### config.mk
export PLATFORM = sky130hd
export DESIGN_NAME = myfunc_sweeper
export DESIGN_NICKNAME = d
export VERILOG_FILES = /design/src/rtl/myfunc_sweeper.sv
export SDC_FILE = /design/constraint.sdc
export NUM_CORES = 1
export LEC_CHECK = 0
export CAP_MARGIN = 30
export CORE_MARGIN = 4
export CORE_UTILIZATION = 35
export CTS_CLUSTER_DIAMETER = 80
export CTS_CLUSTER_SIZE = 24
export DETAILED_ROUTE_END_ITERATION = 10
export PLACE_DENSITY = 0.65
export SETUP_SLACK_MARGIN = 0.1
export SLEW_MARGIN = 10
export SYNTH_ARGS = -nofsm -noshare
export SYNTH_HDL_FRONTEND = slang
export SYNTH_SLANG_ARGS = --single-unit
### constraint.sdc
create_clock -name clk -period 5.08 [get_ports clk]
set_input_delay 0.762 -clock clk [delete_from_list [all_inputs] [get_ports clk]]
set_output_delay 0.762 -clock clk [all_outputs]
set_load 0.1 [all_outputs]
### src/rtl/myfunc_sweeper.sv
// myfunc_sweeper: sweeps all 16 {A,B,C,D} vectors onto a myfunc
// function-under-test, waits SETTLE cycles per vector, samples F and
// checks it against a golden truth table.
//
// Optional feature macro: MYFUNC_SWEEP_STOP_ON_FAIL_EN
//   defined   -> the first mismatch ends the sweep immediately
//   undefined -> full 16-vector sweep, every mismatch counted
//
// Parameters:
//   SETTLE   - cycles vec_out is held before the check cycle (1..15)
//   EXPECTED - golden truth table, bit i = expected F for {A,B,C,D}=i
// Ports:
//   clk            - clock, rising edge
//   rst            - asynchronous active-high reset
//   start          - request a sweep (honoured in IDLE/DONE only)
//   f_in           - F returned by the function-under-test
//   vec_out        - {A,B,C,D} driven to the function-under-test
//   busy           - sweep in progress
//   done           - sweep finished, held until the next accepted start
//   pass           - combinational: done with zero mismatches
//   err_count      - mismatch count (0..16)
//   first_fail     - index of the first mismatching vector
//   first_fail_vld - first_fail holds a valid index
module myfunc_sweeper #(
  parameter int unsigned SETTLE   = 1,
  parameter logic [15:0] EXPECTED = 16'hF051
) (
  input  logic       clk,
  input  logic       rst,
  input  logic       start,
  input  logic       f_in,
  output logic [3:0] vec_out,
  output logic       busy,
  output logic       done,
  output logic       pass,
  output logic [4:0] err_count,
  output logic [3:0] first_fail,
  output logic       first_fail_vld
);

  localparam int unsigned CNT_W = 4;
  localparam logic [CNT_W-1:0] CNT_LAST = CNT_W'(SETTLE - 1);

  localparam logic [1:0] S_IDLE   = 2'd0;
  localparam logic [1:0] S_SETTLE = 2'd1;
  localparam logic [1:0] S_CHECK  = 2'd2;
  localparam logic [1:0] S_DONE   = 2'd3;

  logic [1:0]       state, state_next;
  logic [CNT_W-1:0] cnt, cnt_next;
  logic [3:0]       vec_next;
  logic             busy_next, done_next;
  logic [4:0]       err_next;
  logic [3:0]       ff_next;
  logic             ffv_next;
  logic             mismatch;
  logic             stop_now;

  // Compare returned F against the golden table entry for the current vector
  assign mismatch = (f_in != EXPECTED[vec_out]);

`ifdef MYFUNC_SWEEP_STOP_ON_FAIL_EN
  assign stop_now = mismatch;
`else
  assign stop_now = 1'b0;
`endif

  assign pass = done & (err_count == 5'd0);

  // State and datapath registers
  always_ff @(posedge clk or posedge rst) begin
    if (rst) begin
      state          <= S_IDLE;
      cnt            <= '0;
      vec_out        <= 4'd0;
      busy           <= 1'b0;
      done           <= 1'b0;
      err_count      <= 5'd0;
      first_fail     <= 4'd0;
      first_fail_vld <= 1'b0;
    end else begin
      state          <= state_next;
      cnt            <= cnt_next;
      vec_out        <= vec_next;
      busy           <= busy_next;
      done           <= done_next;
      err_count      <= err_next;
      first_fail     <= ff_next;
      first_fail_vld <= ffv_next;
    end
  end

  // Next-state and next-output logic
  always_comb begin
    state_next = state;
    cnt_next   = cnt;
    vec_next   = vec_out;
    busy_next  = busy;
    done_next  = done;
    err_next   = err_count;
    ff_next    = first_fail;
    ffv_next   = first_fail_vld;

    case (state)
      S_IDLE, S_DONE: begin
        if (start) begin
          state_next = S_SETTLE;
          cnt_next   = '0;
          vec_next   = 4'd0;
          busy_next  = 1'b1;
          done_next  = 1'b0;
          err_next   = 5'd0;
          ff_next    = 4'd0;
          ffv_next   = 1'b0;
        end
      end

      S_SETTLE: begin
        if (cnt == CNT_LAST) begin
          state_next = S_CHECK;
          cnt_next   = '0;
        end else begin
          cnt_next = cnt + CNT_W'(1);
        end
      end

      S_CHECK: begin
        if (mismatch) begin
          err_next = err_count + 5'd1;
          if (!first_fail_vld) begin
            ff_next  = vec_out;
            ffv_next = 1'b1;
          end
        end
        // vec_out never wraps inside a sweep; it holds on the last vector checked
        if ((vec_out == 4'd15) || stop_now) begin
          state_next = S_DONE;
          busy_next  = 1'b0;
          done_next  = 1'b1;
        end else begin
          state_next = S_SETTLE;
          vec_next   = vec_out + 4'd1;
        end
      end

      default: begin
        state_next = S_IDLE;
      end
    endcase
  end

endmodule

Word-level counts from Yosys, hierarchy flattened
Memories as Yosys holds them, arrays and structs flattened.
Cells that the tools add are included.
Storage, ports and cells
  register bits: 22
  memory bits (read-only): 16
  input port bits: 4
  output and inout port bits: 17
  word-level logic and storage cells: 61
  memories: 1
Cells by class
  $add $sub $neg: 3
  $lt $le $gt $ge: 1
  equal/unequal tests: 11
  mux-type cells: 24
  bitwise logic cells: 1
  reduce and logical (&&, ||, !) cells: 12
Memory list
  (no name shown): words 16, bits a word 1, rd ports 1, clocked after Yosys merged registers in 0, write ports 0, RTL line 60  | assign mismatch = (f_in != EXPECTED[vec_out]);
Operators by type and width (number)
  $pmux W4 S2: 3
  $mux W4: 5
  $ne A2 B2 Y1 const B: 6
  $mux W5: 2
  $pmux W5 S2: 1
  $reduce_and A3 Y1: 3
  $add A4 B1 Y4 const B: 2
  $mux W1: 6
  $mux W2: 3
  $pmux W1 S2: 3
  $pmux W2 S3: 1
  $add A5 B1 Y5 const B: 1
  $logic_not A5 Y1: 1
  $lt A4 B5 Y1 const B: 1
  $eq A2 B2 Y1 const B: 2
  $eq A4 B4 Y1 const B: 1
  $logic_not A4 Y1: 1
  $reduce_and A2 Y1: 2
  $reduce_and A4 Y1: 1
  $reduce_bool A2 Y1: 2
  $eq A2 B1 Y1 const B: 1
  $logic_not A2 Y1: 1
  $reduce_or A2 Y1: 1
  $and A1 B1 Y1: 1
  $ne A1 B1 Y1: 1

Logic depth before layout (Yosys ltp)
Gate-level depths: netlist of run 1.
  depth after elaboration: 5
  depth in mapped cells: 7
  mapped depth without buffers: 6

Worst setup path before layout of run 1
Ideal clock, no wire load.
  path kind: register -> output
  from: register done
  to: output pass
  arrival: 1.886 ns
  required time: 4.318 ns
  path slack: 2.432 ns
  cell stages (with the launch flop): 2
  buffers on the path: 0
  cells stage by stage: dfrtp_1 > and4b_1
On the way
  longest elaborated chain between the ends: 1
Ends and longest elaborated chain
  from (decl): RTL line 34  | output logic done,
  from (signal assigned): RTL line 86  | done <= done_next;
  $and A1 B1 Y1: RTL line 68  | assign pass = done & (err_count == 5'd0);
  to (decl): RTL line 35  | output logic pass,
Every way passes these cells.

Worst setup path in the final report of run 1
  from: register err_count[0]
  to: output pass
On the way
  longest elaborated chain between the ends: 2
Ends and longest elaborated chain
  from (decl): RTL line 36  | output logic [4:0] err_count,
  from (signal assigned): RTL line 87  | err_count <= err_next;
  $logic_not A5 Y1: RTL line 68
  $and A1 B1 Y1: RTL line 68
Every way passes these cells.

==> summary.md, run 1 <==
| Metric | Value |
|---|---|
| Startpoint types | `flop` |
| Fill cells | `358` |
| Drt pass-1 iters | `4` |
| Post-Syn Area | `1416 µm²` |
| Hold crit path type | `flop to flop` |
| Pwr dens | `455.6 nW/µm²` |
| Worst Path Arrival | `2.25 ns` |
| Drt wl/cell | `13.99 µm` |
| Max IR drop VDD | `0.3373 mV` |
| Overflow after GRT | `0` |
| Final Hold Fails | `0` |
| Status | `finished clean` |
| IO Port Bufs | `20` |
| RSZ-0062 raised after global routing | `false` |
| Final setup TNS | `0 ns` |
| Max cap viols | `0` |
| Initial DRC count | `97` |
| Final Slew Violations | `0` |
| Antenna Cells | `0` |
| Starting Density | `37.56%` |
| Core Rows | `22` |
| Leakage | `0.6669 nW` |
| Critical-path top delay cell | `clkdlybuf4s50_1` |
| Critical path class | `flop to output pin` |
| Syn Nets | `169` |
| # nets final | `185` |
| Non-filler cells, final | `219` |
| Vias in the first global route | `1155` |
| H-tree depth | `1` |
| Clock latency on the worst-skew pair | `0.26 ns` |
| Cts hold-fix bufs | `0` |
| Crit path cell chain | `inv_1, ha_1, and4b_1, clkdlybuf4s50_1` |
| CP max stage delay | `1.13 ns` |
| Max_slew headroom | `35.29%` |
| Die Height | `71.62 µm` |
| Initial antenna violation count | `0` |
| Min setup slack post-route | `2.072 ns` |
| Worst-margin pin slew | `0.9677 ns` |
| Yosys warning count | `0` |
| Residual DRC | `0` |
| Total core area | `3771 µm²` |
| Post-Place Cells | `215` |
| Post-DRT Antenna Nets | `0` |
| First-pass GRT wire length | `5.299 mm` |
| Post-Syn Area per Cell | `9.079 µm²` |
| Final setup fails | `0` |
| Highest clock rate | `332.5 MHz` |
| Place WS | `2.354 ns` |
| CTS sink cnt | `22` |
| Dpl hpwl | `2.271 mm` |
| Total number of vias | `1192` |
| Total GRT Usage | `12.54%` |
| CTS Buf Count | `3` |
| Vias per cell | `5.443` |
| Worst Path Required | `4.32 ns` |
| Chip width | `71.62 µm` |
| Final critical-path required period | `3.008 ns` |
| Synthesis-to-layout area growth | `18.02%` |
| Pin count of the biggest net entering global routing | `23` |
| # Post-CTS Setup Buffers | `0` |
| CTS tree | `built` |
| Fin area | `1672 µm²` |
| Worst-case clock buffer depth | `2` |
| Synthesized flop and latch total | `22` |
| Clk pin slew, worst setup/hold paths | `0.08 ns` |
| Worst setup EP type | `output pin` |
| IO Pins | `21` |
| Die area | `5129 µm²` |
| Tcrit/Tclk final | `59.21%` |
| CP Max Fanout | `7` |
| GPL Wtd Cong | `0.7661` |
| Clk_skew | `0.0007964 ns` |
| Sequential share of the synthesized area | `38.87%` |
| Share of cells above drive strength 1 | `5.263%` |
| Total routed wirelength | `3.064 mm` |
| Mapped Cells | `156` |
| # resized after CTS | `0` |
| Clock root buffer | `clkbuf_8` |
| Yosys cell types | `36` |
| Post-DP Area | `1617 µm²` |
-- state kept, by name (all words and copies together) (netlist names) --
| signal | cells |
|---|---|
| vec_out | 4 |
| err_count | 5 |
| done | 1 |
| first_fail_vld | 1 |
| cnt | 4 |
| first_fail | 4 |
| busy | 1 |
| state | 2 |
-- power breakdown --
| group | switching [mW] | total [mW] | internal, mW | leakage (nW) |
|---|---|---|---|---|
| Clock | 0.0571 | 0.126 | 0.0690 | 0.0288 |
| Sequential | 0.0354 | 0.238 | 0.203 | 0.295 |
| Combinational | 0.284 | 0.397 | 0.113 | 0.343 |
-- critical path, delay by kind of cell (launching register included) --
family | cells | cell delay, ns
buf+inv | 2 | 1.22
flops | 1 | 0.45
simple gates | 1 | 0.18
fa+ha+maj | 1 | 0.14
-- final cells by class --
class	count	area [µm²]	share of cell area (%)
Clock buffer	4	55.05	3.293
Inverter	15	56.30	3.368
Multi-Input combinational cell	110	749.5	44.84
Sequential cell	22	550.5	32.93
Tap cell	48	60.06	3.593
Timing Repair Buffer	20	200.2	11.98
-- logic make-up after synthesis --
group | Yosys count | synth area share (%)
and+or+nand+nor | 61 | 23.85
AOI/OAI and AO/OA | 38 | 19.70
buffers and inverters | 24 | 8.215
DFF | 22 | 38.87
adders and majority gates | 9 | 7.951
muxes | 2 | 1.413
-- routing by layer --
metal | GRT usage (%) | wire length, µm | vias to the layer above
li1 | - | - | 596
met1 | 16.85 | 1399 | 571
met2 | 21.12 | 1490 | 23
met5 | 0 | 0 | -
met4 | 3.132 | 24 | 0
met3 | 1.823 | 150 | 2
-- synthesized netlist by cell type, drive strengths merged --
cell type  count  area (µm²)
nand2         23       88.84
dfrtp         22       550.5
inv           15       56.30
o21ai         10       50.05
ha             9       112.6
o211ai         9       67.56
nand3          6       30.03
clkbuf         5       18.77
or4b           5       50.05
a21oi          4       20.02
buf            4       41.29
nor3           4       20.02
o31ai          4       30.03
nand2b         3       18.77
nand4          3       18.77
nor2           3       11.26
nor2b          3       18.77
nor4           3       18.77
o311ai         3       26.28
or3            3       18.77
a22o           2       17.52
mux2i          2       20.02
a211oi         1       12.51
a22oi          1       7.510
a32o           1       10.01
and2           1       6.260
and4           1       8.760
and4b          1       10.01
nor3b          1       12.51
o221a          1       20.02
o2bb2ai        1       8.760
o41ai          1       8.760
or2            1       6.260
-- path summary, 6_finish.rpt --
check,from,end,slack [ns],depth (start not counted)
max in group asynchronous,rst,cnt[0],3.56,2
min in group asynchronous,rst,first_fail[2],0.99,2
max,err_count[0],pass,2.07,4
min reg2reg,state[1],state[1],0.52,1
min,state[1],state[1],0.52,1
max reg2reg,state[0],first_fail[0],2.73,6
-- cells in the final DEF (no fill, tap or decap), types with 4 or more instances in the layout --
cell / instances
a21oi_1: 4
clkbuf_8: 4
clkdlybuf4s50_1: 20
dfrtp_1: 22
ha_1: 9
inv_1: 15
nand2_1: 22
nand3_1: 6
nor3_1: 4
o211ai_1: 9
o21ai_0: 10
o31ai_1: 4
or4b_1: 5
-- stage by stage --
step | util (%) | hold WS, ns | power, mW
final | 44.33 | 0.5195 | 0.7616
after floorplan | - | 0.4735 | 0.5594
after CTS | 44.33 | 0.5252 | 0.7658
after global placement | 42.87 | 0.4868 | 0.6251
after global routing | 44.33 | 0.5600 | 0.8151
after detailed placement | 42.87 | 0.5057 | 0.6379
Note: power is estimated with default switching activity, not from simulation.
==> inputs of run 2 (changes only) <==
==> constraint.sdc (replaced) <==
create_clock -name clk -period 2.9 [get_ports clk]
set_input_delay 0.435 -clock clk [delete_from_list [all_inputs] [get_ports clk]]
set_output_delay 0.435 -clock clk [all_outputs]
set_load 0.1 [all_outputs]
==> summary.md, run 2 (synthesized netlist as in run 1, its figures left out) <==
| Metric | Value |
|---|---|
| Clk pin slew, worst setup/hold paths | `0.08 ns (about the same)` |
| Core Rows | `22 (unchanged)` |
| Worst Path Arrival | `2.28 ns (+0.03 ns)` |
| Worst-case clock buffer depth | `2 (unchanged)` |
| Synthesis-to-layout area growth | `17.14%` |
| Worst Path Required | `3.08 ns (-1.24 ns)` |
| IO Pins | `21 (unchanged)` |
| Worst setup EP type | `flop` |
| Initial DRC count | `109 (+12%)` |
| Final setup fails | `0 (unchanged)` |
| Total core area | `3771 µm² (unchanged)` |
| Total GRT Usage | `13.23% (+0.68 points)` |
| First-pass GRT wire length | `5.499 mm (+3.8%)` |
| Antenna Cells | `0 (unchanged)` |
| Vias per cell | `5.554 (+2.0%)` |
| # Post-CTS Setup Buffers | `0 (unchanged)` |
| Share of cells above drive strength 1 | `16.67% (+11 points)` |
| Worst-margin pin slew | `0.6983 ns (-0.2694 ns)` |
| Commonest cells after routing, fill and taps aside | `nand2_1 (22), dfrtp_1 (22), buf_4 (19)` |
| Pin count of the biggest net entering global routing | `23 (unchanged)` |
| Int Pwr | `0.6830 mW (+78%)` |
| Drt wl/cell | `14.49 µm (+3.5%)` |
| Die area | `5129 µm² (unchanged)` |
| Critical path class | `flop to flop` |
| Clk_skew | `0.002921 ns (+0.002125 ns)` |
| Register share of total power | `31.0% (-0.3 points)` |
| Hold crit path type | `input port to asynchronous set/reset pin` |
| Status | `finished clean` |
| Dpl hpwl | `2.402 mm (+5.7%)` |
| Max reg flops | `5 (unchanged)` |
| Max cap viols | `0 (unchanged)` |
| # nets final | `188 (+1.6%)` |
| DR top layer | `met4` |
| Clock latency on the worst-skew pair | `0.26 ns (about the same)` |
| Final Hold Fails | `0 (unchanged)` |
| Sw Pwr | `0.6737 mW (+79%)` |
| Final critical-path required period | `2.105 ns` |
| Total number of vias | `1233 (+3.4%)` |
| Chip width | `71.62 µm (unchanged)` |
| Min setup slack post-route | `0.7949 ns (-1.277 ns)` |
| Residual DRC | `0 (unchanged)` |
| Clock root buffer | `clkbuf_8` |
| Post-DP Area | `1589 µm² (-1.7%)` |
| Vias in the first global route | `1209 (+4.7%)` |
| Total power draw | `1.357 mW (+78%)` |
| Max_slew headroom | `53.36% (+18 points)` |
| Fin area | `1659 µm² (-0.75%)` |
| Met1 wire length | `1.379 mm (-1.4%)` |
| CP Max Fanout | `13 (+6)` |
| Tcrit/Tclk final | `72.59%` |
| CTS sink cnt | `22 (unchanged)` |
| Max IR drop VDD | `0.6157 mV (+83%)` |
| Overflow after GRT | `0 (unchanged)` |
| Die Height | `71.62 µm (unchanged)` |
| Total routed wirelength | `3.216 mm (+5.0%)` |
| GPL Wtd Cong | `0.8010 (+4.6%)` |
| Post-Place Cells | `217 (+0.93%)` |
| Cts hold-fix bufs | `0 (unchanged)` |
| Non-filler cells, final | `222 (+1.4%)` |
| Startpoint types | `flop` |
| Register bank with the most flops | `err_count` |
| Clock power share | `16.2% (-0.4 points)` |
| IO Port Bufs | `20 (unchanged)` |
| Pwr dens | `817.7 nW/µm² (+79%)` |
| # resized after CTS | `0 (unchanged)` |
| Place WS | `0.6937 ns (-1.661 ns)` |
| Switching portion of total power | `49.66% (+0.16 points)` |
| Final Slew Violations | `0 (unchanged)` |
| Leakage | `0.7161 nW (+7.4%)` |
| Post-DRT Antenna Nets | `0 (unchanged)` |
| Highest clock rate | `475.0 MHz` |
| Final setup TNS | `0 ns (unchanged)` |
| CTS tree | `built` |
| CTS Buf Count | `3 (unchanged)` |
| Drt pass-1 iters | `4 (unchanged)` |
| RSZ-0062 raised after global routing | `false` |
| Wire length on met2 | `1.588 mm (+6.6%)` |
| Comb power frac | `52.8% (+0.6 points)` |
| H-tree depth | `1 (unchanged)` |
| Starting Density | `37.56% (unchanged)` |
| Wire length on met3 | `229 µm (+53%)` |
| Initial antenna violation count | `0 (unchanged)` |
-- run 2: changes by cell type in the layout (fill, tap and decap cells not counted) --
cell,change
clkdlybuf4s50_1,-17
buf_4,+19
buf_8,+1
-- run 2: final timing paths --
| path | start | endpoint | slack, ns | cells past startpoint |
|---|---|---|---|---|
| max | vec_out[0] | first_fail[1] | 0.79 | 6 |
| min | rst | err_count[1] | 0.43 | 2 |
| max reg2reg | vec_out[0] | first_fail[1] | 0.79 | 6 |
| min reg2reg | cnt[2] | cnt[2] | 0.54 | 1 |
| max in group asynchronous | rst | busy | 2.06 | 3 |
| min in group clk | cnt[2] | cnt[2] | 0.54 | 1 |
-- run 2: layout make-up --
type	instances	area (µm²)
Fill cell	364	2112
Multi-Input combinational cell	110	749.5
Tap cell	48	60.06
Clock buffer	4	55.05
Inverter	15	56.30
Timing Repair Buffer	23	187.7
Sequential cell	22	550.5
-- run 2: through the flow --
stage | hold slack, ns | utilization [%]
2_1_floorplan | 0.4242 | -
3_3_place_gp | 0.4929 | 42.14
3_5_place_dp | 0.5233 | 42.14
4_1_cts | 0.5294 | 43.60
5_1_grt | 0.4735 | 43.99
6_report | 0.4253 | 43.99
-- run 2: power groups by stage --
stage	sequential (mW)	clock (mW)	combinational (mW)
6_report	0.420	0.220	0.716
3_3_place_gp	0.421	0	0.687
2_1_floorplan	0.572	0	0.408
4_1_cts	0.420	0.228	0.713
3_5_place_dp	0.426	0	0.711
5_1_grt	0.435	0.241	0.778
-- run 2: critical path, cell delays in order, from the launching register on --
cell,delay [ns]
dfrtp_1,0.48
inv_1,0.10
ha_1,0.21
nor3b_2,0.16
a211oi_2,0.62
nor3_1,0.21
o211ai_1,0.24
-- run 2: layer usage --
layer,global-route usage [%],vias to the layer above
li1,-,602
met1,16.46,585
met2,22.96,44
met3,3.787,2
met4,2.296,0
met5,0,-
==> inputs of run 3 (changes only) <==
--- a/config.mk
+++ b/config.mk
@@ -11,7 +11,7 @@
 export CTS_CLUSTER_DIAMETER = 80
 export CTS_CLUSTER_SIZE = 24
 export DETAILED_ROUTE_END_ITERATION = 10
-export PLACE_DENSITY = 0.65
+export PLACE_DENSITY = 0.67
 export SETUP_SLACK_MARGIN = 0.1
 export SLEW_MARGIN = 10
 export SYNTH_ARGS = -nofsm -noshare
==> constraint.sdc (replaced) <==
create_clock -name clk -period 1.75 [get_ports clk]
set_input_delay 0.2625 -clock clk [delete_from_list [all_inputs] [get_ports clk]]
set_output_delay 0.2625 -clock clk [all_outputs]
set_load 0.1 [all_outputs]
==> summary.md, run 3 (synthesized netlist as in run 1, its figures left out) <==
| Metric | Value |
|---|---|
| Status | `finished clean` |
| Critical-path top delay cell | `dfrtp_4` |
| Fin area | `2243 µm² (+35%)` |
| Starting Density | `37.56% (unchanged)` |
| CTS tree | `built` |
| Post-DP Area | `2006 µm² (+26%)` |
| Clock root buffer | `clkbuf_8` |
| Post-layout util | `59.49% (+15 points)` |
| R2R depth | `6 (unchanged)` |
| Final setup fails | `0 (unchanged)` |
| Hold crit path type | `input port to asynchronous set/reset pin` |
| Crit path cell chain | `inv_4, ha_4, nor2b_4, o221a_4, or3_4, o311ai_2` |
| Cts hold-fix bufs | `0 (unchanged)` |
| Dpl hpwl | `2.602 mm (+8.3%)` |
| Register bank with the most flops | `err_count` |
| H-tree depth | `1 (unchanged)` |
| Max IR drop VDD | `0.8912 mV (+45%)` |
| Worst setup path startpoint | `vec_out[1]` |
| Final setup TNS | `0 ns (unchanged)` |
| Worst setup EP type | `flop` |
| Pwr dens | `1318 nW/µm² (+61%)` |
| Worst-margin pin slew | `0.4512 ns (-0.2471 ns)` |
| R2R Setup Slk | `0.002 ns (-0.79 ns)` |
| Most common cell after layout, fill and taps aside | `buf_4` |
| Critical Path Sink | `err_count[0]` |
| Final Slew Violations | `0 (unchanged)` |
| Highest clock rate | `572.1 MHz (+20%)` |
| Drt wl/cell | `14.41 µm (-0.51%)` |
| GPL Wtd Cong | `0.8678 (+8.3%)` |
| Max_slew headroom | `69.83% (+16 points)` |
| IO Port Bufs | `20 (unchanged)` |
| Leakage | `0.9212 nW (+29%)` |
| CP top delay family | `simple AND/OR/NAND/NOR gates` |
| Overflow after GRT | `0 (unchanged)` |
| Initial antenna violation count | `0 (unchanged)` |
| Non-filler cells, final | `252 (+14%)` |
| Clk_skew | `0.007751 ns (+0.004830 ns)` |
| Vias in the first global route | `1352 (+12%)` |
| Synthesis-to-layout area growth | `58.39%` |
| Die Height | `71.62 µm (unchanged)` |
| Commonest cells after routing, fill and taps aside | `buf_4 (32), nand2_1 (22), buf_12 (17)` |
| Residual DRC | `0 (unchanged)` |
| Worst-case clock buffer depth | `2 (unchanged)` |
| Chip width | `71.62 µm (unchanged)` |
| Worst Path Required | `1.92 ns (-1.16 ns)` |
| Total GRT Usage | `14.90% (+1.7 points)` |
| # nets final | `218 (+16%)` |
| Share of cells above drive strength 1 | `45.59% (+29 points)` |
| First-pass GRT wire length | `6.168 mm (+12%)` |
| CTS Buf Count | `3 (unchanged)` |
| IO Pins | `21 (unchanged)` |
| Final Hold Fails | `0 (unchanged)` |
| CP max stage delay | `0.43 ns (-0.19 ns)` |
| Hold WS | `0.3391 ns (-0.08617 ns)` |
| Worst path bufs/invs | `1 (unchanged)` |
| WP depth | `6 (unchanged)` |
| Drt pass-1 iters | `4 (unchanged)` |
| Fill cells | `293 (-20%)` |
| Startpoint types | `flop` |
| Final critical-path required period | `1.748 ns (-0.3572 ns)` |
| Post-DRT Antenna Nets | `0 (unchanged)` |
| Max reg flops | `5 (unchanged)` |
| Pin count of the biggest net entering global routing | `23 (unchanged)` |
| FF-to-FF End | `err_count[0]` |
| CTS sink cnt | `22 (unchanged)` |
| Clock latency on the worst-skew pair | `0.27 ns (about the same)` |
| Die area | `5129 µm² (unchanged)` |
| Antenna Cells | `0 (unchanged)` |
| CP Max Fanout | `6 (-7)` |
| RSZ-0062 raised after global routing | `true` |
| Post-Place Cells | `238 (+9.7%)` |
| Core Rows | `22 (unchanged)` |
| Vias per cell | `5.437 (-2.1%)` |
| Worst Path Arrival | `1.92 ns (-0.36 ns)` |
| R2r startpoint | `vec_out[1]` |
| Initial DRC count | `82 (-25%)` |
| Total routed wirelength | `3.632 mm (+13%)` |
| Critical path class | `flop to flop` |
| Max cap viols | `0 (unchanged)` |
| Clk pin slew, worst setup/hold paths | `0.09 ns (about the same)` |
| Total core area | `3771 µm² (unchanged)` |
| Total number of vias | `1370 (+11%)` |
| Tcrit/Tclk final | `99.88% (+27 points)` |
## run 3: stage by stage
step | worst slack (ns) | power (mW)
CTS | -0.004764 | 2.815
floorplan | -0.2846 | 1.677
global route | -0.07661 | 3.153
finish | 0.002083 | 2.956
global placement | -0.07099 | 2.250
detailed placement | -0.1312 | 2.303
## run 3: how the worst min path moves through the flow
stage,depth (start not counted),to,from
3_3_place_gp,1,cnt[2],cnt[2]
2_1_floorplan,1,busy,rst
3_5_place_dp,1,cnt[2],cnt[2]
4_1_cts,3,err_count[1],rst
5_1_grt,3,err_count[1],rst
6_report,3,err_count[1],rst
## run 3: power breakdown
group          total (mW)  switching, mW  internal, mW  leakage (nW)
clock               0.334          0.171         0.163        0.0228
combinational        1.93           1.06         0.872         0.621
sequential          0.695         0.0951         0.600         0.278
total                2.96           1.32          1.63         0.921
## run 3: worst min-delay path, delay by kind of cell
family	cells	cell delay, ns
buffers and inverters	3	0.73
## run 3: per-layer routing
layer  part of all wire, %  global-route usage, %  vias to the layer above
li1                      -                      -                      665
met1                    43                  18.23                      665
met2                    51                  26.73                       35
met3                   4.5                  1.543                        5
met4                   1.3                  5.637                        0
met5                     0                      0                        -
## run 3: final cells by class
type                    count  area (µm²)  area share [%]
clock buffers               4       45.04           2.008
inverters                  15       58.81           2.621
multi-input cells         111       900.9           40.16
flip-flops and latches     22       568.0           25.32
well taps                  48       60.06           2.677
repair buffers             52       610.6           27.22
## run 3: timing repair
| item | in CTS | in global routing |
|---|---|---|
| pin swaps | 4 | 3 |
| resized for setup | 12 | 13 |
| setup buffers | 4 | 5 |
| endpoints found under the setup margin | 16 | 18 |
| cloned | 1 | 0 |
